File: src/rtl/button_pkg.sv
// Shared constants for the push-button conditioning stage: per-channel FSM
// encoding and the default debounce interval for a 100 MHz system clock.
package button_pkg;

  localparam logic [1:0] IDLE_LOW  = 2'b00;
  localparam logic [1:0] WAIT_HIGH = 2'b01;
  localparam logic [1:0] IDLE_HIGH = 2'b11;
  localparam logic [1:0] WAIT_LOW  = 2'b10;

  // 10 ms at 100 MHz
  localparam int DEBOUNCE_100MHZ = 1_000_000;

endpackage

File: src/rtl/debounce_channel.sv
// One button channel: two-flop synchronizer, debounce FSM with stability
// counter, and registered level / rise / fall outputs.
module debounce_channel
  import button_pkg::*;
#(
  parameter int DEBOUNCE_CYCLES = DEBOUNCE_100MHZ,
  parameter int CNT_W           = $clog2(DEBOUNCE_CYCLES + 1)
) (
  input  logic clk,
  input  logic rst_n,
  input  logic i_raw,
  output logic o_level,
  output logic o_rise,
  output logic o_fall
);

  localparam logic [CNT_W-1:0] CNT_MAX = CNT_W'(DEBOUNCE_CYCLES - 1);

  logic             r_sync1;
  logic             r_sync;
  logic [1:0]       r_state;
  logic [1:0]       w_state_nxt;
  logic [CNT_W-1:0] r_cnt;
  logic [CNT_W-1:0] w_cnt_nxt;
  logic             r_level;
  logic             r_rise;
  logic             r_fall;
  logic             w_level_nxt;
  logic             w_rise_nxt;
  logic             w_fall_nxt;

  // Bring the asynchronous raw level into the clk domain.
  always_ff @(posedge clk or negedge rst_n) begin
    if (!rst_n) begin
      r_sync1 <= 1'b0;
      r_sync  <= 1'b0;
    end else begin
      r_sync1 <= i_raw;
      r_sync  <= r_sync1;
    end
  end

  // FSM state and stability counter.
  always_ff @(posedge clk or negedge rst_n) begin
    if (!rst_n) begin
      r_state <= IDLE_LOW;
      r_cnt   <= {CNT_W{1'b0}};
    end else begin
      r_state <= w_state_nxt;
      r_cnt   <= w_cnt_nxt;
    end
  end

  // Next state: a WAIT state abandons on the first disagreeing sample.
  always_comb begin
    w_state_nxt = IDLE_LOW;
    w_cnt_nxt   = {CNT_W{1'b0}};
    case (r_state)
      IDLE_LOW: begin
        if (r_sync) begin
          w_state_nxt = WAIT_HIGH;
        end else begin
          w_state_nxt = IDLE_LOW;
        end
      end
      WAIT_HIGH: begin
        if (!r_sync) begin
          w_state_nxt = IDLE_LOW;
        end else if (r_cnt == CNT_MAX) begin
          w_state_nxt = IDLE_HIGH;
        end else begin
          w_state_nxt = WAIT_HIGH;
          w_cnt_nxt   = r_cnt + CNT_W'(1'b1);
        end
      end
      IDLE_HIGH: begin
        if (!r_sync) begin
          w_state_nxt = WAIT_LOW;
        end else begin
          w_state_nxt = IDLE_HIGH;
        end
      end
      WAIT_LOW: begin
        if (r_sync) begin
          w_state_nxt = IDLE_HIGH;
        end else if (r_cnt == CNT_MAX) begin
          w_state_nxt = IDLE_LOW;
        end else begin
          w_state_nxt = WAIT_LOW;
          w_cnt_nxt   = r_cnt + CNT_W'(1'b1);
        end
      end
      default: begin
        w_state_nxt = IDLE_LOW;
        w_cnt_nxt   = {CNT_W{1'b0}};
      end
    endcase
  end

  // Outputs from the transition being taken; bit 1 of the encoding is the level.
  always_comb begin
    w_level_nxt = w_state_nxt[1];
    w_rise_nxt  = (r_state == WAIT_HIGH) && (w_state_nxt == IDLE_HIGH);
    w_fall_nxt  = (r_state == WAIT_LOW)  && (w_state_nxt == IDLE_LOW);
  end

  // Registered outputs so the pulse coincides with the first cycle of the new level.
  always_ff @(posedge clk or negedge rst_n) begin
    if (!rst_n) begin
      r_level <= 1'b0;
      r_rise  <= 1'b0;
      r_fall  <= 1'b0;
    end else begin
      r_level <= w_level_nxt;
      r_rise  <= w_rise_nxt;
      r_fall  <= w_fall_nxt;
    end
  end

  assign o_level = r_level;
  assign o_rise  = r_rise;
  assign o_fall  = r_fall;

endmodule

File: src/rtl/button_conditioner.sv
// Multi-channel button conditioner: NUM_BUTTONS independent synchronize +
// debounce channels producing clean levels and single-cycle edge pulses.
module button_conditioner
  import button_pkg::*;
#(
  parameter int NUM_BUTTONS     = 2,
  parameter int DEBOUNCE_CYCLES = DEBOUNCE_100MHZ,
  parameter int CNT_W           = $clog2(DEBOUNCE_CYCLES + 1)
) (
  input  logic                   clk,
  input  logic                   rst_n,
  input  logic [NUM_BUTTONS-1:0] btn_raw,
  output logic [NUM_BUTTONS-1:0] btn_level,
  output logic [NUM_BUTTONS-1:0] btn_rise,
  output logic [NUM_BUTTONS-1:0] btn_fall
);

  for (genvar g = 0; g < NUM_BUTTONS; g++) begin : g_chan
    debounce_channel #(
      .DEBOUNCE_CYCLES (DEBOUNCE_CYCLES),
      .CNT_W           (CNT_W)
    ) u_chan (
      .clk     (clk),
      .rst_n   (rst_n),
      .i_raw   (btn_raw[g]),
      .o_level (btn_level[g]),
      .o_rise  (btn_rise[g]),
      .o_fall  (btn_fall[g])
    );
  end

endmodule

File: config.mk
export PLATFORM = sky130hd
export DESIGN_NAME = button_conditioner
export DESIGN_NICKNAME = d
export VERILOG_FILES = /design/src/rtl/button_pkg.sv /design/src/rtl/debounce_channel.sv /design/src/rtl/button_conditioner.sv
export SDC_FILE = /design/constraint.sdc
export NUM_CORES = 1
export LEC_CHECK = 0
export ABC_AREA = 1
export CAP_MARGIN = 20
export CORE_ASPECT_RATIO = 0.75
export CORE_UTILIZATION = 60
export CTS_BUF_LIST = sky130_fd_sc_hd__clkbuf_8
export CTS_CLUSTER_DIAMETER = 50
export DETAILED_ROUTE_END_ITERATION = 10
export GPL_ROUTABILITY_DRIVEN = 0
export PLACE_DENSITY = 0.9
export SYNTH_ARGS = -nofsm -noshare
export SYNTH_HDL_FRONTEND = slang
export SYNTH_SLANG_ARGS = --single-unit
export TNS_END_PERCENT = 5
File: constraint.sdc
create_clock -name clk -period 1.8 [get_ports clk]
set_input_delay 0.54 -clock clk [delete_from_list [all_inputs] [get_ports clk]]
set_output_delay 0.54 -clock clk [all_outputs]
set_load 0.1 [all_outputs]
==> flow_metrics.env, run 1 <==
export IMPL_outcome="complete, no violations"
export IMPL_dpl_hpwl_um=4180
export IMPL_cp_data_arrival_time_ns=1.91
export IMPL_synth_nets=376
export IMPL_cp_end_kind="register"
export IMPL_synth_top_area_frac=0.452
export IMPL_cts_root_buf="clkbuf_8"
export IMPL_drive_gt1_frac=0.128
export IMPL_numCtsBuffers=5
export IMPL_max_vdd_ir_drop_uv=653
export IMPL_finalMaxSlewViolations=0
export IMPL_grt_max_degree=53
export IMPL_netlist_top_cells_area="dfrtp_1, nand2_1, nor2_1"
export IMPL_p_leak_nw=1.51
export IMPL_yosysSeqAreaShare=0.452
export IMPL_drt_iter0_drc=265
export IMPL_grt_total_usage=0.254
export IMPL_yosysWarnings=0
export IMPL_antenna_found_initial=0
export IMPL_placed_cells=423
export IMPL_stdcell_count=431
export IMPL_die_width_um=82.0
export IMPL_start_util=0.634
export IMPL_synth_xor_area_share=0.0243
export IMPL_ios=10
export IMPL_crit_type="register to register"
export IMPL_coreArea_um2=4550
export IMPL_syn_to_final_growth_pct=11.9
export IMPL_synth_adder_area_share=0.0434
export IMPL_relSlewSlack=0.736
export IMPL_clkTransAtPathRegs_ns=0.09
export IMPL_grt_pass1_vias=2149
export IMPL_fin_nets=387
export IMPL_grt_ovfl_total=0
export IMPL_ys_flop_type="dfrtp_1"
export IMPL_drt_antenna_violating_nets=0
export IMPL_synth_common_cells="nand2_1, nor2_1, inv_1"
export IMPL_clock_path_buffers=2
export IMPL_clk_latency_ns=0.30
export IMPL_die_area_um2=5080
export IMPL_max_cap_violations=0
export IMPL_yosys_area_share_simple=0.321
export IMPL_hold_viol_final=0
export IMPL_synth_compound_area_frac=0.0547
export IMPL_required_ns=2.00
export IMPL_io_buffers=9
export IMPL_synthMuxAreaShare=0
export IMPL_synth_top_area_cell="dfrtp_1"
export IMPL_rows=21
export IMPL_h_tree_depth=2
export IMPL_clkSinkCount=52
export IMPL_worst_slew_pin_slew_ns=0.393
export IMPL_final_setup_skew_ns=0.00795
export IMPL_syn_area_um2=2880
export IMPL_n_antenna_cell=0
export IMPL_syn_avg_cell_area_um2=7.96
export IMPL_ys_types=35
export IMPL_rr_worst_depth=9
export IMPL_hold_class="input port to asynchronous set/reset pin"
export IMPL_drcViolationCount=0
export IMPL_drt_vias_per_instance=5.47
export IMPL_die_y_um=62
export IMPL_drt_first_pass_iters=6
export IMPL_hold_buffers=0
export IMPL_powerDensity_nw_per_um2=668
export IMPL_fin_crit_sh=0.948
export IMPL_synth_edf_count=0
export IMPL_synth_top_family_by_area="simple AND/OR/NAND/NOR gates"
export IMPL_fmax_mhz=586
export IMPL_tritoncts="done"
export IMPL_ys_ff_latch=52
export IMPL_synthMostInstantiatedCell="nand2_1"
export IMPL_finalSetupTns_ns=0
export IMPL_wl_um=5980
export IMPL_min_period_ns=1.71
export IMPL_synth_async_reset_ratio=1.00
export IMPL_setup_viol=0
export IMPL_syn_inst=362
export IMPL_crit_fanout=7
export IMPL_vias=2357
export IMPL_grt_setup_unrepaired="true"
export IMPL_start_kind="register"
export IMPL_grt_pass1_wl_um=9590
export IMPL_post_cts_buffers=0
export IMPL_routedWlPerCell_um=13.9
==> path summary, 6_finish.rpt <==
check / slack, ns / startpoint / end
setup reg to reg: 0.09 / g_chan[1].u_chan.r_cnt[0] / g_chan[1].u_chan.r_cnt[16]
hold reg to reg: 0.36 / g_chan[0].u_chan.r_sync1 / g_chan[0].u_chan.r_sync
hold / removal: 0.21 / rst_n / g_chan[1].u_chan.r_state[0]
setup / recovery: 0.09 / g_chan[1].u_chan.r_cnt[0] / g_chan[1].u_chan.r_cnt[16]
max in group asynchronous: 1.35 / rst_n / g_chan[0].u_chan.r_cnt[7]
min in group clk: 0.36 / g_chan[0].u_chan.r_sync1 / g_chan[0].u_chan.r_sync
==> area by class of cell <==
class	instances	area (µm²)
inverter	61	229
fill	305	1320
multi-input combinational	240	1310
timing repair buffer	13	188
tap	57	71.3
clock buffer	7	96.3
sequential	52	1300
clock inverter	1	30.0
==> registers in the layout (all words and copies together), names as in the netlist <==
signal	count
g_chan.u_chan.o_fall	2
g_chan.u_chan.o_level	2
g_chan.u_chan.o_rise	2
g_chan.u_chan.r_cnt	40
g_chan.u_chan.r_state	2
g_chan.u_chan.r_sync	2
g_chan.u_chan.r_sync1	2
==> through the flow <==
step	utilization	cell area, µm²	hold WS, ns	total power [W]	setup slack [ns]
floorplan	-	2880	0.244	0.00127	0.355
global placement	0.675	3070	0.334	0.00131	0.231
detailed placement	0.675	3070	0.347	0.00132	0.0762
CTS	0.703	3190	0.223	0.00217	0.0499
global route	0.709	3220	0.232	0.00223	-0.0288
finish	0.709	3220	0.207	0.00215	0.0942
==> critical path: stages (launching register included) <==
cell and delay [ns]:
dfrtp_1 0.41, ha_1 0.23, nand2_1 0.14, inv_1 0.07
nand2_1 0.11, inv_1 0.05, nand3_1 0.12, o21ai_4 0.07
buf_4 0.17, nor3b_1 0.23
==> power breakdown <==
part	switching, W	leakage, nW	internal [W]
sequential	0.00000984	0.711	0.00118
clock	0.000365	0.0645	0.000490
combinational	0.0000735	0.730	0.0000344
total	0.000448	1.51	0.00170
==> metal layers <==
metal	global-route usage	vias up	share of wire
met5	0	-	0
met2	0.429	114	0.47
met1	0.336	1083	0.45
met4	0.0677	0	0.0089
li1	-	1146	-
met3	0.0584	14	0.076
==> logic make-up after synthesis <==
logic type / after synthesis
buffers and inverters: 70
AOI/OAI and AO/OA: 26
DFF: 52
and+or+nand+nor: 196
xor gates and xnor gates: 8
adders and majority gates: 10
==> layout by cell type (no fill, tap or decap), types with 5 or more instances in the layout <==
cell	synthesis	layout
inv_1	56	56
dfrtp_1	52	51
ha_1	10	10
nor2_2	4	6
nand3_1	15	15
nor3b_1	5	5
inv_2	5	5
clkbuf_8	0	7
nand2_1	70	70
a21oi_1	10	10
buf_12	0	7
o21ai_0	5	5
a31oi_1	5	5
nand4_1	5	5
nor3_1	16	16
xor2_1	7	7
nor2_1	63	61
==> repair_timing <==
| action | CTS | global route |
|---|---|---|
| resized for setup | 0 | 6 |
| setup endpoints to repair | 0 | 6 |
| endpoints found under the hold margin | 0 | 0 |
Note: power is estimated with default switching activity, not from simulation.
==> inputs of run 2 (changes only) <==
CAP_MARGIN = 25   (was 20)
CTS_BUF_LIST = not set   (was sky130_fd_sc_hd__clkbuf_8)
==> results of run 2 <==
Final layout, timing and power as in run 1 (identical DEF).
